==> config.mk <==
export PLATFORM = sky130hd
export DESIGN_NAME = lsu_bus_master
export DESIGN_NICKNAME = d
export VERILOG_FILES = /design/src/rtl/lsu_bus_master.sv
export SDC_FILE = /design/constraint.sdc
export NUM_CORES = 1
export LEC_CHECK = 0
export CORE_MARGIN = 4
export CORE_UTILIZATION = 39
export CTS_CLUSTER_SIZE = 30
export DETAILED_ROUTE_END_ITERATION = 6
export PLACE_DENSITY = 0.87
export SLEW_MARGIN = 20
export SYNTH_ARGS = -nofsm -noshare
export SYNTH_HDL_FRONTEND = slang
export SYNTH_SLANG_ARGS = --single-unit
==> constraint.sdc <==
create_clock -name i_clk -period 1.9 [get_ports i_clk]
set_input_delay 0.285 -clock i_clk [delete_from_list [all_inputs] [get_ports i_clk]]
set_output_delay 0.285 -clock i_clk [all_outputs]
set_load 0.03 [all_outputs]
==> src/rtl/lsu_bus_master.sv <==
// lsu_bus_master: single-beat req/ack load/store unit with lane steering and load extension.
// Optional LSU_MISALIGN_TRAP_EN traps misaligned half/word accesses instead of force-aligning them.
module lsu_bus_master #(
  parameter int ADDR_W = 32
) (
  input  logic              i_clk,
  input  logic              i_rst,
  input  logic              i_valid,
  input  logic              i_dmem_rd_en,
  input  logic              i_dmem_wr_en,
  input  logic              i_dmem_zero_ext,
  input  logic [1:0]        i_size,
  input  logic [ADDR_W-1:0] i_addr,
  input  logic [31:0]       i_wdata,
  output logic              o_stall,
  output logic [31:0]       o_rdata,
  output logic              o_rdata_valid,
  output logic              o_bus_req,
  output logic              o_bus_we,
  output logic [ADDR_W-1:0] o_bus_addr,
  output logic [31:0]       o_bus_wdata,
  output logic [3:0]        o_bus_wmask,
  input  logic              i_bus_ack,
`ifdef LSU_MISALIGN_TRAP_EN
  input  logic [31:0]       i_bus_rdata,
  output logic              o_misaligned
`else
  input  logic [31:0]       i_bus_rdata
`endif
);
`ifdef LSU_MISALIGN_TRAP_EN
  typedef enum logic [1:0] {S_IDLE, S_REQ, S_DONE, S_ERR} state_t;
`else
  typedef enum logic [1:0] {S_IDLE, S_REQ, S_DONE} state_t;
`endif
  state_t      r_state;
  logic [1:0]  r_lane;
  logic [1:0]  r_size;
  logic        r_zext;
  logic        w_start;
  logic [31:0] w_st_data;
  logic [3:0]  w_st_mask;
  logic [7:0]  w_b;
  logic [15:0] w_h;
  logic [31:0] w_ld;
  assign w_start   = i_valid & (i_dmem_rd_en | i_dmem_wr_en);
  assign o_stall   = (r_state == S_IDLE & w_start) | (r_state == S_REQ);
  assign w_st_data = i_size[1] ? i_wdata : i_size[0] ? {2{i_wdata[15:0]}} : {4{i_wdata[7:0]}};
  assign w_st_mask = i_size[1] ? 4'b1111 : i_size[0] ? (i_addr[1] ? 4'b1100 : 4'b0011)
                                                      : 4'b0001 << i_addr[1:0];
  // Load lanes come from the captured address, since i_addr may change while stalled
  assign w_b  = r_lane[1] ? (r_lane[0] ? i_bus_rdata[31:24] : i_bus_rdata[23:16])
                          : (r_lane[0] ? i_bus_rdata[15:8]  : i_bus_rdata[7:0]);
  assign w_h  = r_lane[1] ? i_bus_rdata[31:16] : i_bus_rdata[15:0];
  assign w_ld = r_size[1] ? i_bus_rdata
              : r_size[0] ? {{16{~r_zext & w_h[15]}}, w_h}
                          : {{24{~r_zext & w_b[7]}}, w_b};
`ifdef LSU_MISALIGN_TRAP_EN
  logic w_mis;
  assign w_mis = (i_size == 2'b01 & i_addr[0]) | (i_size[1] & |i_addr[1:0]);
`endif
  always_ff @(posedge i_clk or negedge i_rst) begin
    if (!i_rst) begin
      r_state       <= S_IDLE;
      r_lane        <= '0;
      r_size        <= '0;
      r_zext        <= 1'b0;
      o_rdata       <= '0;
      o_rdata_valid <= 1'b0;
      o_bus_req     <= 1'b0;
      o_bus_we      <= 1'b0;
      o_bus_addr    <= '0;
      o_bus_wdata   <= '0;
      o_bus_wmask   <= '0;
`ifdef LSU_MISALIGN_TRAP_EN
      o_misaligned  <= 1'b0;
`endif
    end else begin
      o_rdata_valid <= 1'b0;
`ifdef LSU_MISALIGN_TRAP_EN
      o_misaligned  <= 1'b0;
`endif
      case (r_state)
        S_IDLE: if (w_start) begin
`ifdef LSU_MISALIGN_TRAP_EN
          if (w_mis) begin
            r_state      <= S_ERR;
            o_misaligned <= 1'b1;
          end else
`endif
          begin
            r_state     <= S_REQ;
            r_lane      <= i_addr[1:0];
            r_size      <= i_size;
            r_zext      <= i_dmem_zero_ext;
            o_bus_req   <= 1'b1;
            o_bus_we    <= i_dmem_wr_en;
            o_bus_addr  <= {i_addr[ADDR_W-1:2], 2'b00};
            o_bus_wdata <= w_st_data;
            o_bus_wmask <= i_dmem_wr_en ? w_st_mask : 4'b0000;
          end
        end
        S_REQ: if (i_bus_ack) begin
          r_state       <= S_DONE;
          o_bus_req     <= 1'b0;
          o_rdata       <= o_bus_we ? o_rdata : w_ld;
          o_rdata_valid <= ~o_bus_we;
        end
        default: r_state <= S_IDLE;
      endcase
    end
  end
endmodule

# After elaboration in Yosys (flattened, before gate mapping)
# Cells that the tools add are included.
[word_totals] register_bits=108 in_bits=105 output_inout_bits=104
[classes] n_eq_ne=3 shift=1 n_mux=20 bitwise=8 n_reduce_logical=6
[op_table] operator="two-way mux 32 bit" n=4
[op_table] operator="two-way mux 8 bit" n=3
[op_table] operator="two-way mux 16 bit" n=1
[op_table] operator="two-way mux 4 bit" n=4
[op_table] operator="AND reduction 3 bit" n=2
[op_table] operator="bitwise AND 1 bit" n=4
[op_table] operator="two-way mux 1 bit" n=4
[op_table] operator="two-way mux 2 bit" n=2
[op_table] operator="inequality test 2 bit (second input constant)" n=2
[op_table] operator="one-hot mux 2 bit (2 select lines)" n=1
[op_table] operator="AND reduction 2 bit" n=2
[op_table] operator="<< shifter 1 x 2 -> 4 bit (first input constant)" n=1
[op_table] operator="equality test 2 x 1 -> 1 bit (second input constant)" n=1
[op_table] operator="logical NOT 2 bit" n=1
[op_table] operator="NOT 1 bit" n=2
[op_table] operator="OR 1 bit" n=2
[op_table] operator="one-hot mux 1 bit (2 select lines)" n=1
[op_table] operator="nonzero test 2 bit" n=1

# Depth between registers and ports, before layout
[logic_depth] ltp_word=5 depth_mapped=9

# Least setup slack after synthesis
# OpenSTA, ideal clock, no wires.
[synth_path] path_type="register to register" start="reg o_bus_we" end="reg o_rdata[17]" arrival_time_ns=1.909 required_ns=1.833 slack_ns=-0.077 stages_incl_launch_ff=9 path_buffers=3 period_less_slack_ns=1.977 path_cell_list="dfrtp_1 > or3_1 > buf_6 > inv_4 > nand2b_1 > buf_6 > a2111o_1 > buf_6 > nand3_2"
[synth_between] elab_chain_cells=2
[synth_rtl] item="from (decl)" line="19" text="output logic o_bus_we,"
[synth_rtl] item="from (signal assigned)" line="97" text="o_bus_we <= i_dmem_wr_en;"
[synth_rtl] item="NOT 1 bit"
[synth_rtl] item="AND reduction 3 bit (no line)"
[synth_rtl] item="to (signal assigned)" line="106" text="o_rdata <= o_bus_we ? o_rdata : w_ld;"
[synth_rtl] item="to (decl)" line="16" text="output logic [31:0] o_rdata,"
# Every way passes these cells.
# A chain may end at the register's enable or synchronous reset.

# Worst setup path after layout
[layout_path] start="reg r_state[1]" end="reg o_rdata[22]"
[layout_between] elab_chain_cells=2
[layout_rtl] item="from (decl)" line="36" text="state_t r_state;"
[layout_rtl] item="from (signal assigned)" line="64" text="r_state <= S_IDLE;"
[layout_rtl] item="from (signal assigned)" line="92" text="r_state <= S_REQ;"
[layout_rtl] item="from (signal assigned)" line="104" text="r_state <= S_DONE;"
[layout_rtl] item="equality test 2 x 1 -> 1 bit" line="83" text="case (r_state)"
[layout_rtl] item="AND reduction 3 bit (no line)"
# Every way passes these cells.

==> results.tsv <==
metric	value	unit
status	finished, final reports clean	
CP Capture Type	flip-flop	
Core Area	12200	um^2
Simple-Gate Fraction of Synth Area	0.165	
placed inst area	7290	um^2
Seq cells post-synth	108	
startpoint types	flip-flop	
Post-Synth Adder-Cell Area	0	
Placement Setup Slack	-238	ps
utilization after layout	0.621	
P_int	0.00674	W
VDD IR max	773	uV
final instance area	7580	um^2
Final Hold Viols	0	
setup ws final	109	ps
post-route clock skew	11.8	ps
WL final	14.4	mm
H-tree depth	3	
Gate Count Post-Synth	457	
clock-pin slew of the registers on the worst-case setup and hold paths	70	ps
Leak Pwr	3.23	nW
Die Span Y	121	um
Crit Path Category	reg2reg	
Area growth, synth to finish	52.9	%
FILL cells	999	
Sw Share	0.400	
final worst-path cycle share	0.943	
RSZ-0062 raised after global routing	false	
total I/O pin count	209	
R2R depth	7	
First-pass DRT Iterations	5	
Std-Cell Rows	40	
total global routing overflow	0	
sequential power share	0.334	
Final Wtd Congestion	0.826	
DRC	0	
Reg-to-Reg End	o_rdata[22]	
Overall Global Routing Usage	0.204	
maxcap violations	0	
Worst R2R Start	r_state[1]	
# clock sinks	108	
HP Class	in2async	
mean post-synth cell area	10.9	um^2
Comb pwr share	0.503	
Worst Path Arrival	2070	ps
P per Cell Area	1480	nW/um^2
postcts setup bufs	0	
Ant. Diodes	0	
switching power	0.00448	W
sequential element share of the synthesized area	0.545	
multi-input logic area	2070	um^2
Clk pwr share	0.164	
remaining antenna violation count	0	
Worst-Skew Late Latency	350	ps
Worst EP required	2180	ps
Initial Util	0.406	
fmax	0.558	GHz
post-synthesis mux area share	0.142	
width of the die	121	um
Slew @ Worst Pin	579	ps
Final Max Slew Viols	0	
routed len/inst	17.3	um
R2R setup slack	110	ps
Initial DRC Count	292	
commonest non-fill, non-tap cell in the layout	clkdlybuf4s50_1	
Max-slew headroom	0.614	
largest net degree at the start of global routing	54	
Final Net Count	767	
crit path max fanout	10	
Root Driver	clkbuf_16	
Seq. cell area	2700	um^2
Port Buffers	206	
largest family of logic cells by synthesized area	simple AND/OR/NAND/NOR gates	
HPWL after detailed placement	11.2	mm
YS warnings	0	
XOR/XNOR share of the synthesized area	0	
Post-Syn Area	4960	um^2
vias in the first global route	4614	
worst-case clock buffer depth	2	
CTS tree	yes	
commonest cells after routing, fill and taps aside	clkdlybuf4s50_1, dfrtp_1, nand2_1	
die area	14600	um^2
CTS buffer count	9	
Tmin final	1790	ps
Final setup viols	0	
share of layout cells above drive strength 1	0.179	
global-route wire length before repair	23.6	mm
initial antenna violation count	0	
Vias	4223	
Via-to-Cell Ratio	5.07	
area fraction in compound gates after synthesis	0.107	
Distinct cells, synth	34	
flip-flops by register name, summed over array words and instances (netlist names):
| register | cells |
|---|---|
| o_rdata | 32 |
| r_zext | 1 |
| o_bus_we | 1 |
| r_lane | 2 |
| o_rdata_valid | 1 |
| o_bus_wdata | 32 |
| r_size | 2 |
| o_bus_req | 1 |
| o_bus_addr | 30 |
| o_bus_wmask | 4 |
| r_state | 2 |
timing repair:
action                                 4_1_cts  5_1_grt
endpoints found under the hold margin       26        0
hold buffers                                 1        0
gates resized for setup                      0        0
cell usage after synthesis:
| cell | n | area, um^2 |
|---|---|---|
| dfrtp_1 | 108 | 2700 |
| nand2_1 | 65 | 244 |
| mux2_2 | 51 | 574 |
| o21ai_0 | 28 | 140 |
| clkbuf_1 | 27 | 101 |
| nand3_1 | 22 | 110 |
| nor2b_1 | 19 | 119 |
| a21oi_1 | 15 | 75.1 |
| nor2_1 | 15 | 56.3 |
| mux2i_1 | 13 | 130 |
| o31ai_1 | 12 | 90.1 |
| nand3_2 | 10 | 100 |
| nand3b_1 | 8 | 60.1 |
| a31oi_1 | 7 | 43.8 |
| nor3_1 | 7 | 35.0 |
| o221a_2 | 7 | 78.8 |
| or2_2 | 7 | 43.8 |
| a211oi_1 | 6 | 45.0 |
| inv_1 | 4 | 15.0 |
| buf_1 | 3 | 11.3 |
| buf_2 | 3 | 15.0 |
| buf_6 | 3 | 33.8 |
| nand2b_1 | 3 | 18.8 |
| a22o_1 | 2 | 17.5 |
| buf_4 | 2 | 15.0 |
| or3_1 | 2 | 12.5 |
| a2111o_1 | 1 | 11.3 |
| a211o_1 | 1 | 8.76 |
| a311oi_2 | 1 | 15.0 |
| conb_1 | 1 | 3.75 |
| inv_4 | 1 | 6.26 |
| nand2b_4 | 1 | 13.8 |
| nor4_1 | 1 | 6.26 |
| o21ai_1 | 1 | 5.00 |
logic make-up (layout without fill, tap and decap cells):
group,Yosys count,in the layout
AOI/OAI and AO/OA,81,81
buffers and inverters,43,250
DFF,108,108
muxes,64,64
other,1,2
and+or+nand+nor,160,160
area by class of cell:
class / instances / share of cell area
Sequential cell: 108 / 0.357
Timing Repair Buffer: 231 / 0.303
Inverter: 5 / 0.00281
Multi-Input combinational cell: 307 / 0.273
Tap cell: 168 / 0.0277
Clock buffer: 11 / 0.0320
Clock inverter: 3 / 0.00528
stage by stage:
step	std cells	hold slack, ps	power, W	TNS, ps
after floorplan	458	-10.6	0.00687	0
after global placement	818	235	0.00927	-6830
after detailed placement	818	236	0.00946	-7470
after CTS	833	410	0.0113	0
after global routing	833	455	0.0118	0
final	833	403	0.0112	0
worst max-delay path, cell delays in order, from the launching register on:
cell      delay (ps)
dfrtp_1          390
nand2b_4         150
or3_1            370
inv_4             90
nand2b_1         100
a2111o_1         350
buf_4            220
nand3_2           70
how the worst max path moves through the flow:
stage | endpoint | start | slack (ps) | cells after the start
after CTS | o_rdata[22] | r_state[1] | 90 | 7
after detailed placement | o_rdata[22] | i_bus_ack | -240 | 8
after floorplan | o_rdata[17] | o_bus_we | 20 | 8
after global placement | o_rdata[17] | i_bus_ack | -240 | 8
after global routing | o_rdata[26] | r_state[1] | 30 | 7
final | o_rdata[22] | r_state[1] | 110 | 7
per-layer routing:
layer | vias up | part of all wire | GRT usage
li1 | 1998 | - | -
met3 | 27 | 0.095 | 0.0678
met2 | 187 | 0.49 | 0.349
met5 | - | 0 | 0
met1 | 2011 | 0.39 | 0.234
met4 | 0 | 0.026 | 0.0829
power by group through the flow:
stage | Sequential, W | Combinational [W] | Clock (W)
2_1_floorplan | 0.00537 | 0.00150 | 0
3_3_place_gp | 0.00373 | 0.00554 | 0
3_5_place_dp | 0.00378 | 0.00567 | 0
4_1_cts | 0.00375 | 0.00570 | 0.00187
5_1_grt | 0.00387 | 0.00599 | 0.00197
6_report | 0.00374 | 0.00564 | 0.00184
No activity file was read; power rests on OpenSTA's default activity.
